**config.mk**
```make
export PLATFORM = sky130hd
export DESIGN_NAME = onehot_decoder_buf
export DESIGN_NICKNAME = d
export VERILOG_FILES = /design/src/rtl/onehot_decoder_buf.sv
export SDC_FILE = /design/constraint.sdc
export NUM_CORES = 1
export LEC_CHECK = 0
export ABC_AREA = 1
export ABC_CLOCK_PERIOD_IN_PS = 1400
export BUFFER_PORTS_ARGS = -buffer_cell sky130_fd_sc_hd__buf_4
export CORE_AREA = 2 2 54 56
export DETAILED_ROUTE_END_ITERATION = 10
export DIE_AREA = 0 0 56 58
export GPL_TIMING_DRIVEN = 0
export PLACE_DENSITY = 0.66
export SLEW_MARGIN = 20
export SYNTH_ARGS = -nofsm -noshare
export SYNTH_HDL_FRONTEND = slang
export SYNTH_SLANG_ARGS = --single-unit
```
**constraint.sdc**
```tcl
create_clock -name clk -period 1.4 [get_ports clk]
set_input_delay 0.42 -clock clk [delete_from_list [all_inputs] [get_ports clk]]
set_output_delay 0.42 -clock clk [all_outputs]
set_load 0.02 [all_outputs]
```
**src/rtl/onehot_decoder_buf.sv**
```systemverilog
// Registered N-to-2^N one-hot decoder with a 2-entry output buffer.
// Codes enter on a valid/ready handshake, are decoded to one-hot, and
// leave through a second valid/ready handshake in strict FIFO order.
// A wrapping 8-bit counter tracks the number of words delivered.
module onehot_decoder_buf #(
    parameter int N = 2
) (
    input  logic                clk,
    input  logic                rst,
    input  logic                en,
    input  logic                in_valid,
    input  logic [N-1:0]        in_code,
    output logic                in_ready,
    output logic                out_valid,
    output logic [(1<<N)-1:0]   out_onehot,
    input  logic                out_ready,
    output logic [7:0]          pop_count
);

    localparam int W = 1 << N;

    // Buffer state: head is the word presented downstream, tail is the
    // second slot. Unoccupied slots are always kept at zero.
    logic [W-1:0] head_q, head_d;
    logic [W-1:0] tail_q, tail_d;
    logic [1:0]   occ_q, occ_d;
    logic [7:0]   pop_count_q, pop_count_d;

    logic [W-1:0] dec_word;
    logic         push;
    logic         pop;

    // One comparator per output line; every code hits exactly one line.
    generate
        for (genvar gi = 0; gi < W; gi++) begin : g_dec
            assign dec_word[gi] = (in_code == N'(gi));
        end
    endgenerate

    assign in_ready   = en & (occ_q < 2'd2);
    assign out_valid  = (occ_q != 2'd0);
    assign out_onehot = out_valid ? head_q : '0;
    assign pop_count  = pop_count_q;

    assign push = in_valid & in_ready;
    assign pop  = out_valid & out_ready;

    // Next-state for the two-slot buffer and the delivery counter.
    always_comb begin
        head_d      = head_q;
        tail_d      = tail_q;
        occ_d       = occ_q;
        pop_count_d = pop_count_q;

        if (pop) begin
            pop_count_d = pop_count_q + 8'd1;
        end

        unique case ({push, pop})
            2'b10: begin
                // Push only: fill the first free slot.
                if (occ_q == 2'd0) begin
                    head_d = dec_word;
                end else begin
                    tail_d = dec_word;
                end
                occ_d = occ_q + 2'd1;
            end
            2'b01: begin
                // Pop only: tail (zero if unused) moves up to head.
                head_d = tail_q;
                tail_d = '0;
                occ_d  = occ_q - 2'd1;
            end
            2'b11: begin
                // Both at once can only happen with one word buffered
                // (push needs a free slot, pop needs a word), so the new
                // word replaces the departing head.
                head_d = dec_word;
            end
            default: begin
            end
        endcase
    end

    // State registers; reset clears everything without waiting for a clock.
    always_ff @(posedge clk or posedge rst) begin
        if (rst) begin
            head_q      <= '0;
            tail_q      <= '0;
            occ_q       <= 2'd0;
            pop_count_q <= 8'd0;
        end else begin
            head_q      <= head_d;
            tail_q      <= tail_d;
            occ_q       <= occ_d;
            pop_count_q <= pop_count_d;
        end
    end

endmodule

```
### Word level (Yosys, flattened, before mapping)

Index checks and enable logic that the tools add are counted.

* $add $sub $neg: 3
* $lt $le $gt $ge: 1
* equality and inequality tests: 8
* mux-type cells: 6
* bitwise logic cells: 3
* reductions and logical operators: 7

Operators with widths (number)
* $mux 4: 3
* $pmux 4 s3: 1
* $add 8x1->8 const B: 1
* $eq 2x2->1 const B: 4
* $pmux 4 s2: 1
* $eq 2x1->1 const B: 2
* $logic_not 2->1: 2
* $ne 2x2->1 const B: 2
* $pmux 2 s2: 1
* $reduce_and 2->1: 2
* $reduce_bool 2->1: 2
* $and 1x1->1: 3
* $reduce_bool 3->1: 1
* $add 2x1->2 const B: 1
* $lt 2x2->1 const B: 1
* $sub 2x1->2 const B: 1

* register bits after elaboration: 18
* input bits: 7
* output and inout bits: 14
* word-level logic and storage cells: 32

### Longest topological paths before layout

* depth in word-level cells: 6
* gate-level depth with buffers: 9
* depth with buffers taken out: 9

### Least setup slack after synthesis

Ideal clock, no wire load.

* path kind: input to register
* start: input port en
* end: register tail_q[0]
* setup time: 130 ps
* data arrival time: 1553 ps
* data required time: 1270 ps
* setup slack: -283 ps
* stages on the path: 6
* buffers on the path: 0
* cell sequence: inv_1 > nor2_1 > nand2_1 > ha_1 > o21ai_2 > o21ai_0

* word-level cells in the longest chain between the ends: 5
* elaborated cells between the ends (all ways): 8
* classes of those cells: eq/ne (3); mux (1); bitwise (2); reduce/logical (2)

RTL lines
* start: declaration: line 10 `input logic en,`
* $and 1x1->1 (*): line 40 `assign in_ready = en & (occ_q < 2'd2);`
* via in_ready: line 13 `output logic in_ready,`
* $and 1x1->1 (*): line 45 `assign push = in_valid & in_ready;`
* $eq 2x2->1 or $eq 2x1->1 (tied branches): line 59 `unique case ({push, pop})`
* $ne 2x2->1 (no source line) or $reduce_bool 2->1 (tied branches)
* $reduce_and 2->1 (no source line)
* end signal: assignment: line 95 `tail_q <= tail_d;`
* end: declaration: line 25 `logic [W-1:0] tail_q, tail_d;`

The timed path passes the listed nets; every way through them passes the cells marked *.
A chain may end at the register's enable or synchronous reset.

### Worst setup path after layout

* start: register occ_q[1]
* end: output port out_onehot[1]

* word-level cells in the longest chain between the ends: 2

RTL lines
* start: declaration: line 26 `logic [1:0] occ_q, occ_d;`
* start signal: assignment: line 91 `occ_q <= 2'd0;`
* start signal: assignment: line 96 `occ_q <= occ_d;`
* $reduce_bool 2->1: line 41 `assign out_valid = (occ_q != 2'd0);`
* $mux 4: line 42 `assign out_onehot = out_valid ? head_q : '0;`
* end: declaration: line 15 `output logic [(1<<N)-1:0] out_onehot,`

Every way passes these cells.

==> results.ini <==
[run_status]
outcome = finished, violations left
failed_checks = negative setup slack

[clock_tree]
htree_levels = 1
ctsRootBufferMaster = clkbuf_4
worstSkewPairLatency_ns = 0.30
cts_tree = built
clock_sinks = 18
clk_path_buf_depth = 2
cts_buffers = 3
clk_pin_slew_ns = 0.11
hold_buffers = 0

[sta]
setup_viol = 15
hold_slack_ns = 0.2145
timing.slew.headroom = 0.5425
clock_skew_ns = 0.007880
fin_crit_ns = 1.574
drv_slew = 0
timing.fmax_mhz = 635.5
finalCritPeriodShare = 1.124
layout_setup_ws_ns = -0.1735
hold_viol = 0
rsz0062_at_grt = true
tightest_slew_ns = 0.6856

[place]
place_congestion = 0.6977
hpwl_um = 1489
numPortBuffers = 20
placedCellCount = 174

[floorplanning]
rows = 19
initial_core_util = 0.3769
die_h_um = 58
dieArea_um2 = 3248
die_w_um = 56
io-pin-count = 21
fp.coreArea_um2 = 2663

[setup_path]
slowest_stage = dfrtp_2
path_class = reg -> out
startpoint_type = flip-flop
worst_ep_required_time_ns = 0.98
crit_chain = nor2_4 -> nor2_1 -> buf_4
reg2reg_slack_ns = -0.09
end_kind = output pin
critPathMaxFanout = 6
cp_slowest_stage_delay_ns = 0.47
critPathArrivalTime_ns = 1.15

[power]
p_leak_nw = 0.7129
p_per_area_nw_per_um2 = 2109
peakVddDrop_mv = 1.228
p_total_mw = 2.855

[yosys]
yosysTopAreaCell = dfrtp_1
synth_area_leaders = dfrtp_1 (45%), nand2_1 (15%), inv_1 (7.9%)
synth_seq_cells = 18
syn_area_per_cell_um2 = 8.158
syn_area_um2 = 1003
ys_seq_area_frac = 0.4489
ys_types = 19
yosysWarnings = 0
synth_nets = 133
synth_top_cell_area_share = 0.4489
postSynthCellCount = 123

[drt]
vias = 862
wl_um = 2114
ant_nets = 0
avgViaCountPerCell = 4.634
drc = 0
wl_per_cell_um = 11.37
first_pass_iters = 4
drt_iter0_markers = 9

[global_routing]
grt_overflow = 0
grt_max_degree = 19
grt_usage = 0.1454
grt_first_pass_wirelength_um = 3705
grt_pass1_vias = 873
antenna_found_initial = 0

[finish]
num_antenna_cells = 0
fin_util = 0.5085
area_delta_synth_final_pct = 34.91
drive_gt1_frac = 0.3355
nNetsFinal = 166
stdcell_count = 186

[min_path]
worstHoldPathType = in -> async

[job]
cap_violations = 0

==> per-layer routing <==
layer,share of wire,routed length [um],up-vias,global-route usage
li1,-,-,439,-
met1,0.43,900,403,0.1662
met2,0.52,1107,18,0.2672
met3,0.046,97,2,0.04911
met5,0,0,-,0
met4,0.0043,9,0,0.02721
==> final cells by class <==
type,instances,area (um^2)
Multi-Input combinational cell,83,525.5
Timing Repair Buffer,28,221.5
Fill cell,257,1309
Clock buffer,4,26.28
Tap cell,31,38.79
Sequential cell,18,454.2
Inverter,22,87.58
==> registers in the layout, indices dropped and copies added (netlist names) <==
register	flops
head_q	4
occ_q	2
pop_count	8
tail_q	4
==> path summary, 6_finish.rpt <==
| check | end | start | cells after the start |
|---|---|---|---|
| min | tail_q[1] | rst | 2 |
| max reg2reg | occ_q[1] | occ_q[1] | 8 |
| min reg2reg | tail_q[0] | tail_q[0] | 2 |
| max | out_onehot[1] | occ_q[1] | 3 |
| min in group clk | tail_q[2] | in_code[1] | 3 |
| max in group asynchronous | pop_count[0] | rst | 2 |
==> worst max-delay path: cells and delay by family, from the launching register on <==
kind,cells,cell delay [ns]
AND/OR/NAND/NOR,2,0.23
flip-flops,1,0.47
buffers and inverters,1,0.15
==> cells by family after synthesis <==
family / after synthesis / share of synthesized area
xor+xnor: 6 / 0.05986
simple gates: 67 / 0.3329
flops: 18 / 0.4489
buf+inv: 22 / 0.08230
compound gates: 7 / 0.03865
fa+ha+maj: 3 / 0.03741
==> per-stage QoR <==
step,worst slack (ns),cell area [um^2],TNS (ns)
after floorplan,0.001032,1046,0
after global placement,-0.09050,1235,-0.6730
after detailed placement,-0.1293,1235,-0.9276
after CTS,-0.1882,1325,-1.666
after global routing,-0.2382,1354,-2.872
final,-0.1735,1354,-1.616
==> synth_stat cells <==
cell      n
nand3_2   1
a21oi_1   1
xor2_2    1
nand4_1   2
nor3_1    1
nor2_1    7
nand3_1  12
nand2_1  39
inv_2     1
nor2_4    1
xnor2_1   3
dfrtp_1  18
ha_1      3
inv_1    21
nand2_4   2
o21ai_0   5
o21ai_2   1
xor2_1    2
nor2_8    2
==> power breakdown <==
part / total, mW / internal, mW / switching [mW] / leakage, nW
clock network: 0.275 / 0.111 / 0.164 / 0.0150
registers: 0.978 / 0.749 / 0.229 / 0.219
logic: 1.60 / 0.723 / 0.880 / 0.479
total: 2.86 / 1.58 / 1.27 / 0.713
==> cells in the final DEF (no fill, tap or decap) <==
master / Yosys / routed
nand4_1: 2 / 2
buf_4: 0 / 25
nand3_2: 1 / 1
clkbuf_1: 0 / 1
ha_4: 0 / 2
buf_6: 0 / 3
xor2_2: 1 / 1
nand3_1: 12 / 12
nand2_4: 2 / 1
xor2_1: 2 / 2
dfrtp_1: 18 / 15
nor3_1: 1 / 1
inv_1: 21 / 17
nor2_4: 1 / 2
nand2_8: 0 / 1
nand2_1: 39 / 38
clkbuf_4: 0 / 3
ha_1: 3 / 1
o21ai_1: 0 / 3
o21ai_0: 5 / 2
dfrtp_2: 0 / 3
xnor2_1: 3 / 3
o21ai_4: 0 / 1
nor2_8: 2 / 2
inv_4: 0 / 2
inv_2: 1 / 3
a21oi_2: 0 / 1
nand2_2: 0 / 1
nor2_1: 7 / 6
==> timing repair <==
action                     CTS  global route
setup endpoints to repair   15            18
gates resized for setup      8             3
buffers inserted             6             2
pin swaps                    2             2
gates cloned                 0             0
Power figures use the tool's default switching activity.
